--- src/rtl/console_pkg.sv ---
// Shared types and constants for the text console write-side controller
// and its address generator.
package console_pkg;

    typedef enum logic [1:0] {
        CLEAR,
        IDLE,
        ROWCLR
    } state_e;

    localparam logic [7:0] CC_BS = 8'h08;
    localparam logic [7:0] CC_LF = 8'h0A;
    localparam logic [7:0] CC_FF = 8'h0C;
    localparam logic [7:0] CC_CR = 8'h0D;

    localparam logic [7:0] PRINT_MIN = 8'h20;
    localparam logic [7:0] PRINT_MAX = 8'h7E;

    localparam int DEF_H = 80;
    localparam int DEF_V = 60;

    function automatic logic is_printable(input logic [7:0] b);
        return (b >= PRINT_MIN) && (b <= PRINT_MAX);
    endfunction

endpackage

--- src/rtl/console_addr_gen.sv ---
// Maps (top_row, logical row, col) to a physical screen BRAM address,
// wrapping the row modulo V. Shared with the read-side pixel pipeline.
module console_addr_gen #(
    parameter int HORIZONTAL_SLOT_COUNT = 80,
    parameter int VERTICAL_SLOT_COUNT   = 60,
    parameter int SCREEN_ADDRESS_WIDTH  = 13,
    parameter int COL_WIDTH             = 7,
    parameter int ROW_WIDTH             = 6
) (
    input  logic [ROW_WIDTH-1:0]            top_row,
    input  logic [ROW_WIDTH-1:0]            row,
    input  logic [COL_WIDTH-1:0]            col,
    output logic [SCREEN_ADDRESS_WIDTH-1:0] addr
);

    logic [ROW_WIDTH:0]   row_sum;
    logic [ROW_WIDTH-1:0] phys_row;

    // NOTE: every variable in this block is assigned on all paths, so no latch is inferred.
    always_comb begin
        row_sum  = {1'b0, top_row} + {1'b0, row};
        phys_row = row_sum[ROW_WIDTH-1:0];
        if (row_sum >= (ROW_WIDTH+1)'(VERTICAL_SLOT_COUNT))
            phys_row = ROW_WIDTH'(row_sum - (ROW_WIDTH+1)'(VERTICAL_SLOT_COUNT));
        addr = SCREEN_ADDRESS_WIDTH'(phys_row) * SCREEN_ADDRESS_WIDTH'(HORIZONTAL_SLOT_COUNT)
             + SCREEN_ADDRESS_WIDTH'(col);
    end

endmodule

--- src/rtl/text_console_ctrl.sv ---
// Write-side controller for the text-mode screen BRAM: cursor, control codes,
// full/row clears. Define TEXT_SCROLL_EN to scroll via top_row instead of wrapping.
module text_console_ctrl
    import console_pkg::*;
#(
    parameter int          HORIZONTAL_SLOT_COUNT = DEF_H,
    parameter int          VERTICAL_SLOT_COUNT   = DEF_V,
    parameter int          SCREEN_ADDRESS_WIDTH  = 13,
    parameter int          COL_WIDTH             = 7,
    parameter int          ROW_WIDTH             = 6,
    parameter logic [6:0]  BLANK_CHAR            = 7'h20
) (
    input  logic                            clk,
    input  logic                            resetn,
    input  logic                            ch_valid,
    input  logic [7:0]                      ch_data,
    output logic                            ch_ready,
    output logic                            wr_en,
    output logic [SCREEN_ADDRESS_WIDTH-1:0] wr_addr,
    output logic [6:0]                      wr_data,
    output logic [ROW_WIDTH-1:0]            top_row,
    output logic [COL_WIDTH-1:0]            cursor_col,
    output logic [ROW_WIDTH-1:0]            cursor_row,
    output logic                            busy
);

    localparam int H = HORIZONTAL_SLOT_COUNT;
    localparam int V = VERTICAL_SLOT_COUNT;

    state_e                          state;
    logic [SCREEN_ADDRESS_WIDTH-1:0] clr_cnt;
    logic [ROW_WIDTH-1:0]            clr_row;

    logic [ROW_WIDTH-1:0]            ag_top;
    logic [ROW_WIDTH-1:0]            ag_row;
    logic [COL_WIDTH-1:0]            ag_col;
    logic [SCREEN_ADDRESS_WIDTH-1:0] ag_addr;

    logic accept;
    logic printable;
    logic last_col;
    logic last_row;
    logic do_newline;

    console_addr_gen #(
        .HORIZONTAL_SLOT_COUNT (H),
        .VERTICAL_SLOT_COUNT   (V),
        .SCREEN_ADDRESS_WIDTH  (SCREEN_ADDRESS_WIDTH),
        .COL_WIDTH             (COL_WIDTH),
        .ROW_WIDTH             (ROW_WIDTH)
    ) u_addr_gen (
        .top_row (ag_top),
        .row     (ag_row),
        .col     (ag_col),
        .addr    (ag_addr)
    );

    // One address generator serves both the cursor path and the row-clear sweep.
    always_comb begin
        ag_top = top_row;
        ag_row = cursor_row;
        ag_col = cursor_col;
        if (state == ROWCLR) begin
            ag_top = clr_row;
            ag_row = '0;
            ag_col = clr_cnt[COL_WIDTH-1:0];
        end else if (ch_data == CC_BS) begin
            ag_col = cursor_col - 1'b1;
        end
    end

    always_comb begin
        accept     = ch_valid && ch_ready;
        printable  = is_printable(ch_data);
        last_col   = (cursor_col == COL_WIDTH'(H - 1));
        last_row   = (cursor_row == ROW_WIDTH'(V - 1));
        do_newline = accept && ((printable && last_col) || (ch_data == CC_LF));
    end

    // NOTE: sequential state uses non-blocking assignments only; later assignments in the block override the defaults.
    always_ff @(posedge clk) begin
        if (!resetn) begin
            state      <= CLEAR;
            clr_cnt    <= '0;
            clr_row    <= '0;
            wr_en      <= 1'b0;
            wr_addr    <= '0;
            wr_data    <= BLANK_CHAR;
            cursor_col <= '0;
            cursor_row <= '0;
            top_row    <= '0;
            ch_ready   <= 1'b0;
            busy       <= 1'b1;
        end else begin
            wr_en <= 1'b0;
            case (state)
                CLEAR: begin
                    wr_en   <= 1'b1;
                    wr_addr <= clr_cnt;
                    wr_data <= BLANK_CHAR;
                    if (clr_cnt == SCREEN_ADDRESS_WIDTH'(H * V - 1)) begin
                        state    <= IDLE;
                        clr_cnt  <= '0;
                        ch_ready <= 1'b1;
                        busy     <= 1'b0;
                    end else begin
                        clr_cnt <= clr_cnt + 1'b1;
                    end
                end
                ROWCLR: begin
                    wr_en   <= 1'b1;
                    wr_addr <= ag_addr;
                    wr_data <= BLANK_CHAR;
                    if (clr_cnt == SCREEN_ADDRESS_WIDTH'(H - 1)) begin
                        state    <= IDLE;
                        clr_cnt  <= '0;
                        ch_ready <= 1'b1;
                        busy     <= 1'b0;
                    end else begin
                        clr_cnt <= clr_cnt + 1'b1;
                    end
                end
                IDLE: begin
                    if (accept) begin
                        if (printable) begin
                            wr_en      <= 1'b1;
                            wr_addr    <= ag_addr;
                            wr_data    <= ch_data[6:0];
                            cursor_col <= last_col ? '0 : cursor_col + 1'b1;
                        end else begin
                            case (ch_data)
                                CC_CR: cursor_col <= '0;
                                CC_BS: begin
                                    if (cursor_col != '0) begin
                                        cursor_col <= cursor_col - 1'b1;
                                        wr_en      <= 1'b1;
                                        wr_addr    <= ag_addr;
                                        wr_data    <= BLANK_CHAR;
                                    end
                                end
                                CC_FF: begin
                                    cursor_col <= '0;
                                    cursor_row <= '0;
                                    top_row    <= '0;
                                    clr_cnt    <= '0;
                                    state      <= CLEAR;
                                    ch_ready   <= 1'b0;
                                    busy       <= 1'b1;
                                end
                                default: ;
                            endcase
                        end
                    end
                    if (do_newline) begin
                        if (!last_row) begin
                            cursor_row <= cursor_row + 1'b1;
                        end else begin
`ifdef TEXT_SCROLL_EN
                            // The old top row becomes the bottom line after the scroll.
                            top_row <= (top_row == ROW_WIDTH'(V - 1)) ? '0 : top_row + 1'b1;
                            clr_row <= top_row;
`else
                            cursor_row <= '0;
                            clr_row    <= '0;
`endif
                            clr_cnt  <= '0;
                            state    <= ROWCLR;
                            ch_ready <= 1'b0;
                            busy     <= 1'b1;
                        end
                    end
                end
                default: state <= CLEAR;
            endcase
        end
    end

endmodule

--- config.mk ---
export PLATFORM = sky130hd
export DESIGN_NAME = text_console_ctrl
export DESIGN_NICKNAME = d
export VERILOG_FILES = /design/src/rtl/console_pkg.sv /design/src/rtl/console_addr_gen.sv /design/src/rtl/text_console_ctrl.sv
export SDC_FILE = /design/constraint.sdc
export NUM_CORES = 1
export LEC_CHECK = 0
export ABC_CLOCK_PERIOD_IN_PS = 9130
export CORE_ASPECT_RATIO = 0.9
export CORE_MARGIN = 4
export CORE_UTILIZATION = 65
export CTS_CLUSTER_DIAMETER = 30
export DETAILED_ROUTE_END_ITERATION = 12
export DONT_BUFFER_PORTS = 1
export PLACE_DENSITY = 0.81
export RECOVER_POWER = 25
export SLEW_MARGIN = 25
export SYNTH_ARGS = -nofsm -noshare
export SYNTH_HDL_FRONTEND = slang
export SYNTH_SLANG_ARGS = --single-unit
--- constraint.sdc ---
create_clock -name clk -period 9.13 [get_ports clk]
set_input_delay 2.2825 -clock clk [delete_from_list [all_inputs] [get_ports clk]]
set_output_delay 2.2825 -clock clk [all_outputs]
set_load 0.01 [all_outputs]
After elaboration in Yosys (flattened, before gate mapping)
Index checks and enable logic that the tools add are counted.
{"block": "totals", "regBits": 51, "output_inout_bits": 42, "word_cells": 116}
{"block": "classes", "n_eq_ne": 17, "n_mux": 60, "addsub": 6, "mul": 1, "reduce_logical": 20, "n_lt_le_gt_ge": 3}
{"cell": "$mux 13", "n": 11}
{"cell": "$pmux 13 s3", "n": 2}
{"cell": "$mux 7", "n": 9}
{"cell": "$mux 6", "n": 7}
{"cell": "$eq 8x4->1 const B", "n": 4}
{"cell": "$pmux 7 s2", "n": 2}
{"cell": "$mux 1", "n": 18}
{"cell": "$reduce_and 4->1", "n": 4}
{"cell": "$mux 2", "n": 7}
{"cell": "$add 13x1->13 const B", "n": 1}
{"cell": "$add 13x7->13", "n": 1}
{"cell": "$eq 13x13->1 const B", "n": 1}
{"cell": "$eq 13x7->1 const B", "n": 1}
{"cell": "$mul 6x3->9 const B", "n": 1}
{"cell": "$ge 8x6->1 const B", "n": 1}
{"cell": "$le 8x7->1 const B", "n": 1}
{"cell": "$add 7x1->7 const B", "n": 1}
{"cell": "$eq 7x7->1 const B", "n": 1}
{"cell": "$reduce_bool 7->1", "n": 1}
{"cell": "$sub 7x1->7 const B", "n": 1}
{"cell": "$add 6x1->6 const B", "n": 1}
{"cell": "$eq 6x6->1 const B", "n": 1}
{"cell": "$ge 6x6->1 const B", "n": 1}
{"cell": "$ne 3x3->1 const B", "n": 2}
{"cell": "other kinds (17)", "n": 27}

Logic depth before layout (Yosys ltp)
Gate-level depths: netlist of the first run.
{"block": "logic_depth", "word_depth": 11, "depth_mapped": 17}

By module
Synthesis of the first run repeated with hierarchy kept, for this count alone.
{"block": "unflattened", "cells_unflattened": 521, "hier_area_um2": 4234.1}
{"mod": "text_console_ctrl", "area_each_um2": 3435.8, "n_inst": 1, "cells_each": 426, "seq_area_each_um2": 1021.0}
{"mod": "console_addr_gen", "area_each_um2": 798.3, "n_inst": 1, "cells_each": 95, "seq_area_each_um2": 0.0}

Worst setup path after synthesis of the first run
No wires, ideal clock.
{"block": "synth_timing", "path_type": "in2reg", "start": "in ch_data[4]", "end": "reg wr_addr[11]", "setup_ns": 0.070, "path_stages": 12, "arrival_ns": 4.615, "path_slack_ns": 4.445, "path_cell_list": "nor4b_2 nand2_1 nor2_1 xnor2_1 o21ai_0 ha_1 a21o_1 a21oi_1 nor2_1 a31o_2 a311o_1 a21oi_1"}
{"block": "synth_via", "elab_chain_len": 9}
{"item": "start: declaration", "line_no": "text_console_ctrl.sv:16", "text": "input logic [7:0] ch_data,"}
{"item": "$eq 8x4->1", "line_no": "text_console_ctrl.sv:67, text_console_ctrl.sv:131"}
{"item": "$mux 7", "line_no": "text_console_ctrl.sv:67", "text": "end else if (ch_data == CC_BS) begin"}
{"item": "$mux 7", "line_no": "text_console_ctrl.sv:63", "text": "if (state == ROWCLR) begin"}
{"item": "$add 13x7->13", "line_no": "console_addr_gen.sv:26", "text": "+ SCREEN_ADDRESS_WIDTH'(col);"}
{"item": "$mux 13", "line_no": "text_console_ctrl.sv:134", "text": "if (cursor_col != '0) begin"}
{"item": "$mux 13", "line_no": "text_console_ctrl.sv:131", "text": "case (ch_data)"}
{"item": "$mux 13", "line_no": "text_console_ctrl.sv:125", "text": "if (printable) begin"}
{"item": "$mux 13", "line_no": "text_console_ctrl.sv:124", "text": "if (accept) begin"}
{"item": "$pmux 13 s3", "line_no": "text_console_ctrl.sv:96", "text": "case (state)"}
{"item": "end signal: assignment", "line_no": "text_console_ctrl.sv:99", "text": "wr_addr <= clr_cnt;"}
{"item": "end signal: assignment", "line_no": "text_console_ctrl.sv:127", "text": "wr_addr <= ag_addr;"}
{"item": "end signal: assignment", "line_no": "text_console_ctrl.sv:137", "text": "wr_addr <= ag_addr;"}
{"item": "end: declaration", "line_no": "text_console_ctrl.sv:19", "text": "output logic [SCREEN_ADDRESS_WIDTH-1:0] wr_addr,"}
Several ways; a longest one is shown, not always the timed one. The select of a mux whose other input is x is not followed.
A chain may end at the register's enable or synchronous reset.

Worst setup path in the final report of the first run
{"block": "layout_timing", "start": "in ch_data[4]", "end": "reg wr_addr[10]"}
Same word-level chain as after synthesis.

==> flow_summary.ini, run 1 <==
[detailed_routing]
drt_pre_antenna_iters = 5
drc = 0
avgViaCountPerCell = 6.43
topRoutingLayerUsed = met4
detailedRoute.firstIterationViolations = 275
wl_per_cell_um = 17.5
drt-met1-wl_mm = 3.85
met3RoutedLength_um = 690
ant_nets = 0
drt_wl_total_mm = 8.71
route.met2.wl_mm = 4.06
via_count = 3195

[logic_synthesis]
synth_async_sr_flop_share = 0
synth_top_flop_cell = dfxtp_1
avgSynthCellArea_um2 = 7.91
yosys_warnings = 0
synth_enable_flop_cells = 0
synth_cells = 443
synth_area_mm2 = 0.00350
ys_ff_latch = 51
seq_area_frac_synth = 0.291
synth.distinct_cells = 73

[die]
die_y_um = 77.7
chipWidth_um = 85.4
placeableCoreArea_mm2 = 0.00522
dieArea_mm2 = 0.00663
rows = 25
start_util = 0.671
num_io_pins = 53

[clock_network]
hold_buffers = 0
clock_tree.buffer_depth = 2
cts_sinks = 51
tritoncts = done
cts_htree_levels = 2
cts_setup_buffers = 0
clock-root-buffer = clkbuf_8
worst_path_clk_slew_ps = 100
inserted_clock_buffers = 5
clock_latency_ps = 320
cts_resized = 0

[worst_hold_path]
hold-path-endpoint = wr_addr[0]
min_path_type = flip-flop to flip-flop
hold_start = wr_addr[0]
holdPathStages = 2

[global_route]
grt_pass1_vias = 2960
pin_count_of_the_biggest_net_entering_global_routing = 27
sum_of_overflow_across_all_layers_after_global_routing = 0
first_pass_grt_wire_length_mm = 14.2
initial_antenna_violation_count = 0
grt_usage = 0.262

[setup_path]
cp.arrival_ps = 4930
worstRegToRegCells = 16
r2r_slack_ps = 5220
crit_type = input port to flip-flop
reg_to_reg_startpoint = state[0]
endpoint_kind = flip-flop
largest_fanout_on_the_critical_path = 6
worst_ep_required_time_ps = 9350
r2r_end = wr_addr[10]
crit_path_start_kind = input port

[place]
detailedPlace.worstSlack_ps = 4150
io_buffers = 0
gp_congestion = 0.947
detailed_place_hpwl_mm = 6.28

[finish]
syn_to_final_growth_pct = 2.93
drive_above_1_share = 0.0628
leading_cell_types_in_the_layout_fill_and_taps_excluded = nor2_1, dfxtp_1, nand2_1
layout.cells.most_common = nor2_1
fin_nets = 462
antenna-diode-count = 0

[power]
power.density_mw_per_mm2 = 121
design_power_total_uw = 437
p_leak_uw = 0.00134
peakVddDrop_uv = 82.6

[timing]
final.setup.tns_ps = 0
finalCritPeriodShare = 0.515
relSlewSlack = 0.350
rsz_0062_raised_after_global_routing = no
post-route-worst-setup-slack_ps = 4420
final-max-slew-violation-count = 0
clock-skew-final_ps = 10.9
max_slew.worst_pin.slew_ps = 974
period_needed_ps = 4710
fmaxAchievable_mhz = 213
setup_viol_count_final = 0
hold_violations = 0
timing.hold.ws_ps = 509

[run_status]
outcome = finished, final reports clean

[job]
cap_viol_max_count = 0
-- sequential cells by signal (all words and copies together) (netlist names) --
| name | count |
|---|---|
| cursor_row | 6 |
| ch_ready | 1 |
| wr_addr | 13 |
| state | 2 |
| clr_cnt | 13 |
| wr_data | 7 |
| wr_en | 1 |
| cursor_col | 7 |
| busy | 1 |
-- worst max-delay path by stage --
stage                          start          end  slack, ps  depth (start not counted)
after floorplan           ch_data[4]  wr_addr[11]       4440                         12
after detailed placement  ch_data[4]  wr_addr[10]       4150                         12
final                     ch_data[4]  wr_addr[10]       4420                         12
after CTS                 ch_data[4]  wr_addr[10]       4430                         12
after global placement    ch_data[4]  wr_addr[11]       4240                         12
after global routing      ch_data[4]  wr_addr[10]       4120                         12
-- synthesized netlist by cell type, types with 3 or more instances --
master	number	share of area
a21oi_1	29	0.041
nor3_1	7	0.010
buf_4	7	0.015
nand4_1	6	0.011
nand2_1	45	0.048
and3_1	10	0.018
o21ai_0	21	0.030
xor2_1	9	0.022
o211ai_1	6	0.013
o21ai_1	13	0.019
o21a_1	3	0.0064
a31oi_1	7	0.012
mux2i_1	8	0.023
nand3_1	15	0.021
a22oi_1	7	0.015
o31ai_1	3	0.0064
and2_1	3	0.0054
a21o_1	3	0.0064
a22o_1	3	0.0075
buf_2	4	0.0057
nor2b_1	8	0.014
ha_1	20	0.071
clkbuf_1	12	0.013
dfxtp_1	51	0.29
nand2b_1	3	0.0054
a211oi_1	6	0.013
inv_1	12	0.013
nor2_1	53	0.057
xnor2_1	13	0.032
-- stage by stage --
step / cell area [um2] / utilization / std cells
floorplan: 3520 / - / 448
global placement: 3470 / 0.664 / 489
detailed placement: 3470 / 0.664 / 489
CTS: 3610 / 0.691 / 497
global route: 3610 / 0.691 / 497
finish: 3610 / 0.691 / 497
-- cell families (layout without fill, tap and decap cells) --
group / after synthesis / after routing / share of synthesized area
DFF: 51 / 51 / 0.291
muxes: 8 / 8 / 0.0228
AOI/OAI and AO/OA: 128 / 128 / 0.244
xor gates and xnor gates: 22 / 22 / 0.0550
other: 1 / 6 / 0.00107
adders and majority gates: 22 / 22 / 0.0828
buffers and inverters: 39 / 21 / 0.0528
and+or+nand+nor: 172 / 172 / 0.250
-- layout make-up --
cell class	instances	area (um2)
Multi-Input combinational cell	358	2320
Fill cell	440	1620
Sequential cell	51	1020
Tap cell	67	83.8
Clock buffer	5	68.8
Clock inverter	3	67.6
Inverter	13	48.8
-- critical path: stages --
cell	delay, ps
nor4b_2	420
nand2_1	240
nor2_1	230
xnor2_1	140
o21ai_0	110
ha_1	360
nor2b_1	150
o21ai_0	270
nor2_1	130
xnor2_1	140
a211o_1	300
a21oi_1	150
-- layer usage --
metal,track usage,vias up
li1,-,1565
met1,0.337,1474
met2,0.427,144
met3,0.0711,12
met4,0.0759,0
met5,0,-
-- report_power, final --
part | internal, uW | switching (uW)
clock | 109 | 80.7
sequential | 224 | 2.99
combinational | 6.78 | 13.3
(Power assumes the default switching activity.)
==> inputs of run 2 (changes only) <==
--- a/config.mk
+++ b/config.mk
@@ -5,14 +5,14 @@
 export SDC_FILE = /design/constraint.sdc
 export NUM_CORES = 1
 export LEC_CHECK = 0
-export ABC_CLOCK_PERIOD_IN_PS = 9130
+export ABC_CLOCK_PERIOD_IN_PS = 4200
 export CORE_ASPECT_RATIO = 0.9
 export CORE_MARGIN = 4
-export CORE_UTILIZATION = 65
+export CORE_UTILIZATION = 58
 export CTS_CLUSTER_DIAMETER = 30
 export DETAILED_ROUTE_END_ITERATION = 12
 export DONT_BUFFER_PORTS = 1
-export PLACE_DENSITY = 0.81
+export PLACE_DENSITY = 0.76
 export RECOVER_POWER = 25
 export SLEW_MARGIN = 25
 export SYNTH_ARGS = -nofsm -noshare
==> constraint.sdc (replaced) <==
create_clock -name clk -period 4.2 [get_ports clk]
set_input_delay 1.05 -clock clk [delete_from_list [all_inputs] [get_ports clk]]
set_output_delay 1.05 -clock clk [all_outputs]
set_load 0.01 [all_outputs]
==> flow_summary.ini, run 2 (same netlist as run 1, synthesis figures left out) <==
[run_status]
outcome = finished, final reports clean

[clock_network]
hold_buffers = 0
inserted_clock_buffers = 5
clock-root-buffer = clkbuf_8
cts_sinks = 51
cts_htree_levels = 2
cts_resized = 0
tritoncts = done
clock_tree.buffer_depth = 2
cts_setup_buffers = 0
clock_latency_ps = 310
worst_path_clk_slew_ps = 100

[place]
detailed_place_hpwl_mm = 6.48
gp_congestion = 0.942
dpl.cell_count = 494
io_buffers = 0

[timing]
rsz_0062_raised_after_global_routing = no
fmaxAchievable_mhz = 269
setup_viol_count_final = 0
clock-skew-final_ps = 9.97
period_needed_ps = 3720
finalCritPeriodShare = 0.887
max_slew.worst_pin.slew_ps = 927
final.setup.tns_ps = 0
final-max-slew-violation-count = 0
hold_violations = 0
relSlewSlack = 0.381

[global_route]
grt_use_met1 = 0.321
global_routing_usage_on_met3 = 0.0549
grt_pass1_vias = 3048
met2_track_usage_gr = 0.423
sum_of_overflow_across_all_layers_after_global_routing = 0
first_pass_grt_wire_length_mm = 14.9
grt_usage = 0.246
pin_count_of_the_biggest_net_entering_global_routing = 21
gr-max-usage-layer = met2
initial_antenna_violation_count = 0

[power]
design_power_total_uw = 895
peakVddDrop_uv = 166
power.density_mw_per_mm2 = 248
p_leak_uw = 0.00135

[setup_path]
cp.buffers_inverters = 1
cp.arrival_ps = 3950
crit_type = flip-flop to flip-flop
timing.critical_path.from = state[0]
worst_path_most_repeated_cell = ha_1
worstSetupPathDepth = 16
r2r_end = wr_addr[11]
reg_to_reg_startpoint = state[0]
crit_path_start_kind = flip-flop
endpoint_kind = flip-flop
max_stage_delay_ps = 400
r2r_slack_ps = 480
crit_family = adder cells
timing.critical_path.to = wr_addr[11]
worst_ep_required_time_ps = 4430
path_cells = inv_1 -> ha_1 -> nor2b_1 -> ha_1 -> nand3_1 -> mux2i_1 -> nor2_1 -> ha_1 -> ha_1 -> fa_1 -> a21o_1 -> a21oi_1 -> xor2_1 -> nand4_1 -> a311o_1 -> a21oi_1
timing.critical_path.slowest_stage_cell = dfxtp_1
largest_fanout_on_the_critical_path = 4
worstRegToRegCells = 16

[detailed_routing]
drt_wl_total_mm = 8.78
drt_pre_antenna_iters = 5
avgViaCountPerCell = 6.47
drc = 0
detailedRoute.firstIterationViolations = 272
wl_per_cell_um = 17.5
via_count = 3246
ant_nets = 0

[finish]
postLayoutCoreUtil = 0.626
drive_above_1_share = 0.0671
layout.cells.most_common = nor2_1
largestRegisters = clr_cnt (13), wr_addr (13)
syn_to_final_growth_pct = 2.89
final_cell_count_no_fill = 502
fin_nets = 464
leading_cell_types_in_the_layout_fill_and_taps_excluded = nor2_1, dfxtp_1, nand2_1
antenna-diode-count = 0

[die]
rows = 26
dieArea_mm2 = 0.00735
placeableCoreArea_mm2 = 0.00576
start_util = 0.609
die_y_um = 81.7
num_io_pins = 53
chipWidth_um = 89.9

[worst_hold_path]
min_path_type = flip-flop to flip-flop

[job]
cap_viol_max_count = 0
run 2: cell types whose count changed in the layout (fill, tap and decap cells not counted):
cell / previous run / this run
buf_4: 0 / 2
bufinv_16: 2 / 1
clkinv_4: 0 / 1
clkinvlp_4: 1 / 0
inv_6: 0 / 1
run 2: worst min-delay path by stage:
stage / depth (start not counted) / endpoint / start / slack [ps]
global placement: 1 / clr_cnt[12] / clr_cnt[12] / 490
CTS: 2 / wr_addr[5] / wr_addr[5] / 510
floorplan: 1 / clr_cnt[12] / clr_cnt[12] / 460
finish: 2 / wr_addr[5] / wr_addr[5] / 500
global route: 2 / wr_addr[3] / wr_addr[3] / 530
detailed placement: 2 / wr_addr[0] / wr_addr[0] / 490
run 2: final cells by class:
cell class | instances | area, um2
Clock buffer | 5 | 68.8
Multi-Input combinational cell | 358 | 2320
Fill cell | 535 | 2150
Clock inverter | 3 | 47.5
Inverter | 13 | 48.8
Timing Repair Buffer | 2 | 15.0
Sequential cell | 51 | 1020
Tap cell | 70 | 87.6
run 2: per-layer routing:
metal | share of wire | up-vias | wire (um)
met5 | 0 | - | 0
met4 | 0.0093 | 0 | 82
met3 | 0.078 | 9 | 681
met2 | 0.46 | 116 | 4030
met1 | 0.45 | 1551 | 3990
li1 | - | 1570 | -
run 2: worst min-delay path: stages (launching register included):
cell and delay, ps:
dfxtp_1 350, nand2_1 60, a21oi_1 50
run 2: power by group:
group | internal (uW) | switching (uW)
logic | 15.2 | 28.9
clock network | 181 | 175
registers | 488 | 6.39
total | 684 | 211
run 2: per-stage QoR:
| step | setup slack (ps) | area, um2 | hold WS [ps] |
|---|---|---|---|
| after floorplan | 633 | 3520 | 459 |
| after global placement | 572 | 3490 | 490 |
| after detailed placement | 474 | 3490 | 494 |
| after CTS | 508 | 3610 | 509 |
| after global routing | 50.2 | 3610 | 526 |
| final | 476 | 3610 | 503 |
